==> src/rtl/uart_tx_arbiter.sv <==
// Round-robin, packet-granular arbiter sharing one uart_tx between 2**ID_W byte-stream requesters.
// Sequences the uart_tx_en / uart_tx_busy handshake one byte at a time.
module uart_tx_arbiter #(
    parameter int unsigned ID_W          = 2,
    parameter int unsigned MAX_BURST     = 16,
    parameter int unsigned START_TIMEOUT = 4
) (
    input  logic                       clk,
    input  logic                       reset,
    input  logic [(1 << ID_W)-1:0]     req_valid,
    input  logic [(1 << ID_W)-1:0]     req_last,
    input  logic [(1 << ID_W)*8-1:0]   req_data,
    output logic [(1 << ID_W)-1:0]     req_ready,
    output logic                       grant_valid,
    output logic [ID_W-1:0]            grant_id,
    input  logic                       uart_tx_busy,
    output logic                       uart_tx_en,
    output logic [7:0]                 uart_tx_data
);

    localparam int unsigned NUM_REQ = 1 << ID_W;
    localparam int unsigned BEAT_W  = 8;
    localparam int unsigned START_W = 4;

    typedef enum logic [1:0] {IDLE, LOAD, START, DRAIN} state_t;

    state_t              state;
    logic [ID_W-1:0]     rr_ptr;
    logic [BEAT_W-1:0]   beat_cnt;
    logic [START_W-1:0]  start_cnt;
    logic                last_q;

    logic [ID_W-1:0]     winner_c;
    logic [7:0]          sel_data_c;
    logic                sel_last_c;
    logic                xfer_c;

    // First requesting index at or after ptr, wrapping modulo NUM_REQ.
    function automatic logic [ID_W-1:0] rr_pick(input logic [NUM_REQ-1:0] v,
                                                input logic [ID_W-1:0]    ptr);
        logic [ID_W-1:0] idx;
        logic            found;
        rr_pick = ptr;
        found   = 1'b0;
        for (int unsigned k = 0; k < NUM_REQ; k++) begin
            idx = ptr + ID_W'(k);
            if (!found && v[idx]) begin
                rr_pick = idx;
                found   = 1'b1;
            end
        end
    endfunction

    assign winner_c = rr_pick(req_valid, rr_ptr);

    always_comb begin
        sel_data_c = '0;
        sel_last_c = 1'b0;
        for (int unsigned k = 0; k < NUM_REQ; k++) begin
            if (grant_id == ID_W'(k)) begin
                sel_data_c = req_data[8*k +: 8];
                sel_last_c = req_last[k];
            end
        end
    end

    // Only the grantee sees ready, and only while the transmitter is free.
    assign req_ready = (state == LOAD && !uart_tx_busy) ? (NUM_REQ'(1) << grant_id) : '0;
    assign xfer_c    = (state == LOAD) && !uart_tx_busy && req_valid[grant_id];

    always_ff @(posedge clk) begin
        if (reset) begin
            state        <= IDLE;
            uart_tx_en   <= 1'b0;
            uart_tx_data <= '0;
            grant_valid  <= 1'b0;
            grant_id     <= '0;
            rr_ptr       <= '0;
            beat_cnt     <= '0;
            start_cnt    <= '0;
            last_q       <= 1'b0;
        end else begin
            uart_tx_en <= 1'b0;
            case (state)
                IDLE: begin
                    if (|req_valid && !uart_tx_busy) begin
                        grant_id    <= winner_c;
                        grant_valid <= 1'b1;
                        state       <= LOAD;
                    end
                end
                LOAD: begin
                    if (xfer_c) begin
                        uart_tx_data <= sel_data_c;
                        uart_tx_en   <= 1'b1;
                        last_q       <= sel_last_c;
                        beat_cnt     <= beat_cnt + BEAT_W'(1);
                        start_cnt    <= '0;
                        state        <= START;
                    end
                end
                START: begin
                    // A uart_tx that never raises busy must not wedge the arbiter.
                    if (uart_tx_busy) begin
                        state <= DRAIN;
                    end else if (start_cnt == START_W'(START_TIMEOUT - 1)) begin
                        state <= DRAIN;
                    end else begin
                        start_cnt <= start_cnt + START_W'(1);
                    end
                end
                DRAIN: begin
                    if (!uart_tx_busy) begin
                        if (last_q || beat_cnt == BEAT_W'(MAX_BURST)) begin
                            grant_valid <= 1'b0;
                            rr_ptr      <= grant_id + ID_W'(1);
                            beat_cnt    <= '0;
                            state       <= IDLE;
                        end else begin
                            state <= LOAD;
                        end
                    end
                end
                default: state <= IDLE;
            endcase
        end
    end

endmodule
==> config.mk <==
export PLATFORM = sky130hd
export DESIGN_NAME = uart_tx_arbiter
export DESIGN_NICKNAME = d
export VERILOG_FILES = /design/src/rtl/uart_tx_arbiter.sv
export SDC_FILE = /design/constraint.sdc
export NUM_CORES = 1
export LEC_CHECK = 0
export BUFFER_PORTS_ARGS = -buffer_cell sky130_fd_sc_hd__buf_4
export CELL_PAD_IN_SITES_DETAIL_PLACEMENT = 0
export CELL_PAD_IN_SITES_GLOBAL_PLACEMENT = 1
export CORE_ASPECT_RATIO = 1.4
export CORE_MARGIN = 2
export CORE_UTILIZATION = 37
export DETAILED_ROUTE_END_ITERATION = 6
export GPL_TIMING_DRIVEN = 0
export PLACE_DENSITY_LB_ADDON = 0.1
export SLEW_MARGIN = 0
export SYNTH_ARGS = -nofsm -noshare
export SYNTH_HDL_FRONTEND = slang
export SYNTH_SLANG_ARGS = --single-unit
==> constraint.sdc <==
create_clock -name clk -period 2.23 [get_ports clk]
set_clock_uncertainty 0.05 [all_clocks]
set_input_delay 0 -clock clk [delete_from_list [all_inputs] [get_ports clk]]
set_output_delay 0 -clock clk [all_outputs]
set_load 0.1 [all_outputs]
Word level (Yosys, flattened, before mapping):

Cells that the tools add are included.

* logic and storage cells: 108
* register bits after elaboration: 29

* shifts and indexed selects: 1
* add/sub/neg operators: 6
* bitwise logic cells: 2
* reduce and logical (&&, ||, !) cells: 25
* order comparisons: 5
* muxes and demuxes: 45
* equality and inequality tests: 15

Operators with widths (number)
* 8-bit two-way mux: 7
* 1-bit two-way mux: 17
* 2-bit two-way mux: 8
* 4-bit two-way mux: 4
* 8-bit one-hot mux with 2 select lines: 1
* 4-bit AND reduction: 4
* 2-bit by 3-bit < comparator with 1-bit output (second input constant): 5
* 2-bit != test (second input constant): 6
* 1-bit binary-select mux with 2-bit select: 5
* 8-bit by 1-bit adder with 8-bit output (second input constant): 1
* 2-bit equality test (second input constant): 4
* 8-bit by 5-bit equality test with 1-bit output (second input constant): 1
* 2-bit one-hot mux with 4 select lines: 1
* 4-bit one-hot mux with 2 select lines: 1
* 1-bit logical AND: 6
* 2-bit nonzero test: 3
* 2-bit by 1-bit adder with 2-bit output (second input constant): 2
* 2-bit adder (second input constant): 2
* 4-bit by 1-bit adder with 4-bit output (second input constant): 1
* 2-bit by 1-bit equality test with 1-bit output (second input constant): 2
* 4-bit by 2-bit equality test with 1-bit output (second input constant): 1
* 1-bit zero test: 4
* 2-bit zero test: 2
* 2-bit AND reduction: 2
* other kinds (8): 9

Logic depth before layout (Yosys ltp):

* depth after elaboration: 12
* mapped depth: 8
* depth with buffers taken out: 6

Worst setup path before layout:

Ideal clock, no wire load.

* path kind: register to output
* from: register grant_id[0]
* to: output port req_ready[3]
* required time: 2.180 ns
* stages on the path, launching flop included: 5
* arrival: 2.658 ns
* slack: -0.478 ns
* cell sequence: dfxtp_1 -> ha_1 -> clkbuf_1 -> clkbuf_1 -> and2_1

* longest elaborated chain between the ends: 2

RTL lines
* start: declaration: line 15 `output logic [ID_W-1:0] grant_id,`
* start signal: assignment: line 87 `grant_id <= winner_c;`
* 1-bit by 2-bit << shifter with 4-bit output: line 68 `assign req_ready = (state == LOAD && !uart_tx_busy) ? (NUM_REQ'(1) << grant_id) : '0;`
* 4-bit two-way mux: line 68
* end: declaration: line 13 `output logic [(1 << ID_W)-1:0] req_ready,`

No other way between the ends.

Worst setup path after layout:

* from: register beat_cnt[0]
* to: register grant_valid

* longest elaborated chain between the ends: 4

RTL lines
* start: declaration: line 29 `logic [BEAT_W-1:0] beat_cnt;`
* start signal: assignment: line 97 `beat_cnt <= beat_cnt + BEAT_W'(1);`
* 8-bit by 5-bit equality test with 1-bit output: line 114 `if (last_q || beat_cnt == BEAT_W'(MAX_BURST)) begin`
* 1-bit logical OR: line 114
* 2-bit != test (no source line)
* 4-bit AND reduction (no source line)
* end signal: assignment: line 76 `grant_valid <= 1'b0;`
* end signal: assignment: line 88 `grant_valid <= 1'b1;`
* end signal: assignment: line 115 `grant_valid <= 1'b0;`
* end: declaration: line 14 `output logic grant_valid,`

No other way between the ends.
A chain may end at the register's enable or synchronous reset.

==> results.md <==
- Hold path start: req_valid[2]
- Tcrit/Tclk final: 90.55%
- P_leak: 1.105 nW
- Synth Warn #: 0
- Final setup viols: 0
- Layout cell share with drive strength beyond 1: roughly 30%
- Period minus WS final: ~2.0 ns
- Post-Syn Area per Cell: ~8.3 um2
- CP max stage delay: between 0.4 and 0.5 ns
- Unrepaired setup endpoints after global routing: no
- Grt ovf: 0
- Largest net degree at the start of global routing: 11
- WHS: about 0.0025 ns
- Clk slew on worst S/H paths: 0.07 ns
- DRC: 0
- CP Launch Type: flop
- Post-DRT Antenna Nets: 0
- Die Ht: just under 90 um
- Peak supply drop: 0.5574 mV
- Starting Density: between 30% and 40%
- Critical path cell sequence: inv_1 > ha_1 > and4bb_2 > a21oi_1 > o21ai_0 > a221oi_1
- Critical setup path kind: flop to flop
- H-tree Lvls: 2
- Worst Path Max Fanout: 8
- Status: finished clean
- FILL cells: around 510
- Port bufs: 58
- Slew headroom: around 60%
- CTS tree: done
- Final worst slack: between 0.2 and 0.25 ns
- # diodes: 0
- # IOs: 59
- First-pass GRT wire length: between 8000 and 9000 um
- Highest-count cells in the layout ignoring fill and taps: 60 x buf_4, 27 x dfxtp_1, 23 x a21oi_1
- Num CTS Buffers: 5
- Worst Path Arrival: between 2 and 2.5 ns
- Synth top area share: 30.55%
- Post-place setup slack: -0.03966 ns
- Fin cells: approximately 370
- Fin. Hold Viols: 0
- Async SR Flop Fraction: 0%
- Hold crit path type: input port to flop
- Max-slew violations: 0
- Commonest non-fill, non-tap cell in the layout: buf_4
- Layout Area Growth over Synthesis: 37.26%
- Finished Core Util: around 53%
- Die area: around 5700 um2
- Least-Margin Pin Slew: ~0.6 ns
- CTS root buf: clkbuf_8
- Final WL: roughly 5500 um
- Gpl congestion: 0.7897
- Register area share after synthesis: a little under a third
- Clock sink total: 29
- Max-cap violations: 0
- Post-Syn Area: between 1500 and 2000 um2
- CP startpoint: beat_cnt[0]
- Type of destination of the critical path: flop
- Worst path required time: roughly 2.4 ns
- Vias: around 2k
- Fin Setup TNS: 0 ns
- Top cells by area, synth: dfxtp_1 31%, ha_1 7.2%, a21oi_1 6.1%, a221oi_1 5.5%, o21ai_0 5.3%
- Post-synth top flop: dfxtp_1
- Number of global-route vias before repair: ~1.8k
- Worst r2r src: beat_cnt[0]
- Post-synth EDFFs: 0
- Die width: about 65 um
- Layout Nets: ~350
- First drt pass iteration count: 4
- Via density: between 5 and 6
- Post-Synthesis Cells: ~230
- Inst Count DP: 350
- GRT Total Usage: approximately a fifth
- Syn Nets: around 280
- Post-synth top area cell: dfxtp_1
- Power per cell area: 923.0 nW/um2
- Post-synth cell types: between 40 and 50
- Post-DP HPWL: about 4200 um
- Yosys reg bits: 29
- CORE AREA: approximately 4900 um2
- Critical-path top delay cell: a21oi_1
- FP Rows: 30
- Max Clock Freq: between 400 and 500 MHz
- Initial antenna violation count: 0
- Post-DR wirelength/cell: between 15 and 20 um
- Clock Path Buffers: 2
- DRT iter0 DRCs: slightly above 90
- Clock latency on the worst-skew pair: approximately 0.28 ns
[cells in the mapped netlist, drive strengths merged, types with 2 or more instances]
cell     number
a211o         4
a21o          2
a21oi        23
a221oi       12
a22oi         2
a311oi        2
and2          6
and3          2
buf           2
clkbuf        7
dfxtp        29
ha           11
inv          18
nand2        10
nand3         6
nand4         4
nor2          8
nor2b        13
nor3          3
nor4          2
o2111a        2
o2111ai       3
o21ai        20
o311a         5
o31ai         8
or2           2
or3           2
or3b          2
or4           6
[report_power, final]
group	switching [mW]	internal, mW	total, mW
registers	0.0564	0.586	0.643
clock network	0.216	0.364	0.580
logic	0.778	0.407	1.19
[logic make-up after synthesis]
kind of cell / share of synthesized area (%)
AND/OR/NAND/NOR: 21.59
buffers and inverters: 6.451
flip-flops: 30.55
adder cells (fa/ha/maj): 7.242
multiplexers: 1.712
AO/OA/AOI/OAI: 32.46
[flip-flops by register name (all words and copies together), names as in the netlist]
register / cells
grant_valid: 1
rr_ptr: 2
uart_tx_data: 8
start_cnt: 4
beat_cnt: 8
uart_tx_en: 1
state: 2
last_q: 1
grant_id: 2
[layout make-up]
type / count / area [um2] / share of cell area [%]
Tap cell: 64 / 80.08 / 3.070
Clock buffer: 7 / 86.33 / 3.309
Buffer: 10 / 50.05 / 1.918
Timing Repair Buffer: 65 / 500.5 / 19.18
Multi-Input combinational cell: 171 / 1211 / 46.43
Sequential cell: 29 / 583.1 / 22.35
Clock inverter: 1 / 30.03 / 1.151
Inverter: 18 / 67.56 / 2.590
[per-stage QoR]
step | power, mW | area [um2]
2_1_floorplan | 1.528 | 1906
3_3_place_gp | 1.819 | 2421
3_5_place_dp | 1.823 | 2421
4_1_cts | 2.423 | 2594
5_1_grt | 2.556 | 2609
6_report | 2.408 | 2609
[worst max-delay path: cells and delay by family, from the launching register on]
kind	cells	cell delay, ns
AND/OR/NAND/NOR	1	0.24
AO/OA/AOI/OAI	3	0.95
buffers and inverters	1	0.09
flip-flops	1	0.41
adder cells (fa/ha/maj)	1	0.19
[routing by layer]
metal	vias to the layer above	part of all wire, %	track usage, %	routed length (um)
li1	1019	-	-	-
met1	933	42	23.58	2352
met2	37	52	34.47	2900
met3	6	3.5	4.071	192
met4	0	1.7	6.576	95
met5	-	0	0	0
[path summary, 6_finish.rpt]
path                  endpoint  slack [ns]  depth (start not counted)
setup / recovery   grant_valid        0.21                          6
setup reg to reg   grant_valid        0.21                          6
hold reg to reg   start_cnt[1]        0.44                          2
hold / removal     grant_id[0]       0.002                          4
[what timing repair did]
action,4_1_cts,5_1_grt
resized for setup,1,6
endpoints found under the hold margin,8,0
cloned,0,0
hold buffers,5,0
setup buffers,0,2
endpoints found under the setup margin,7,11
(Power assumes the default switching activity.)
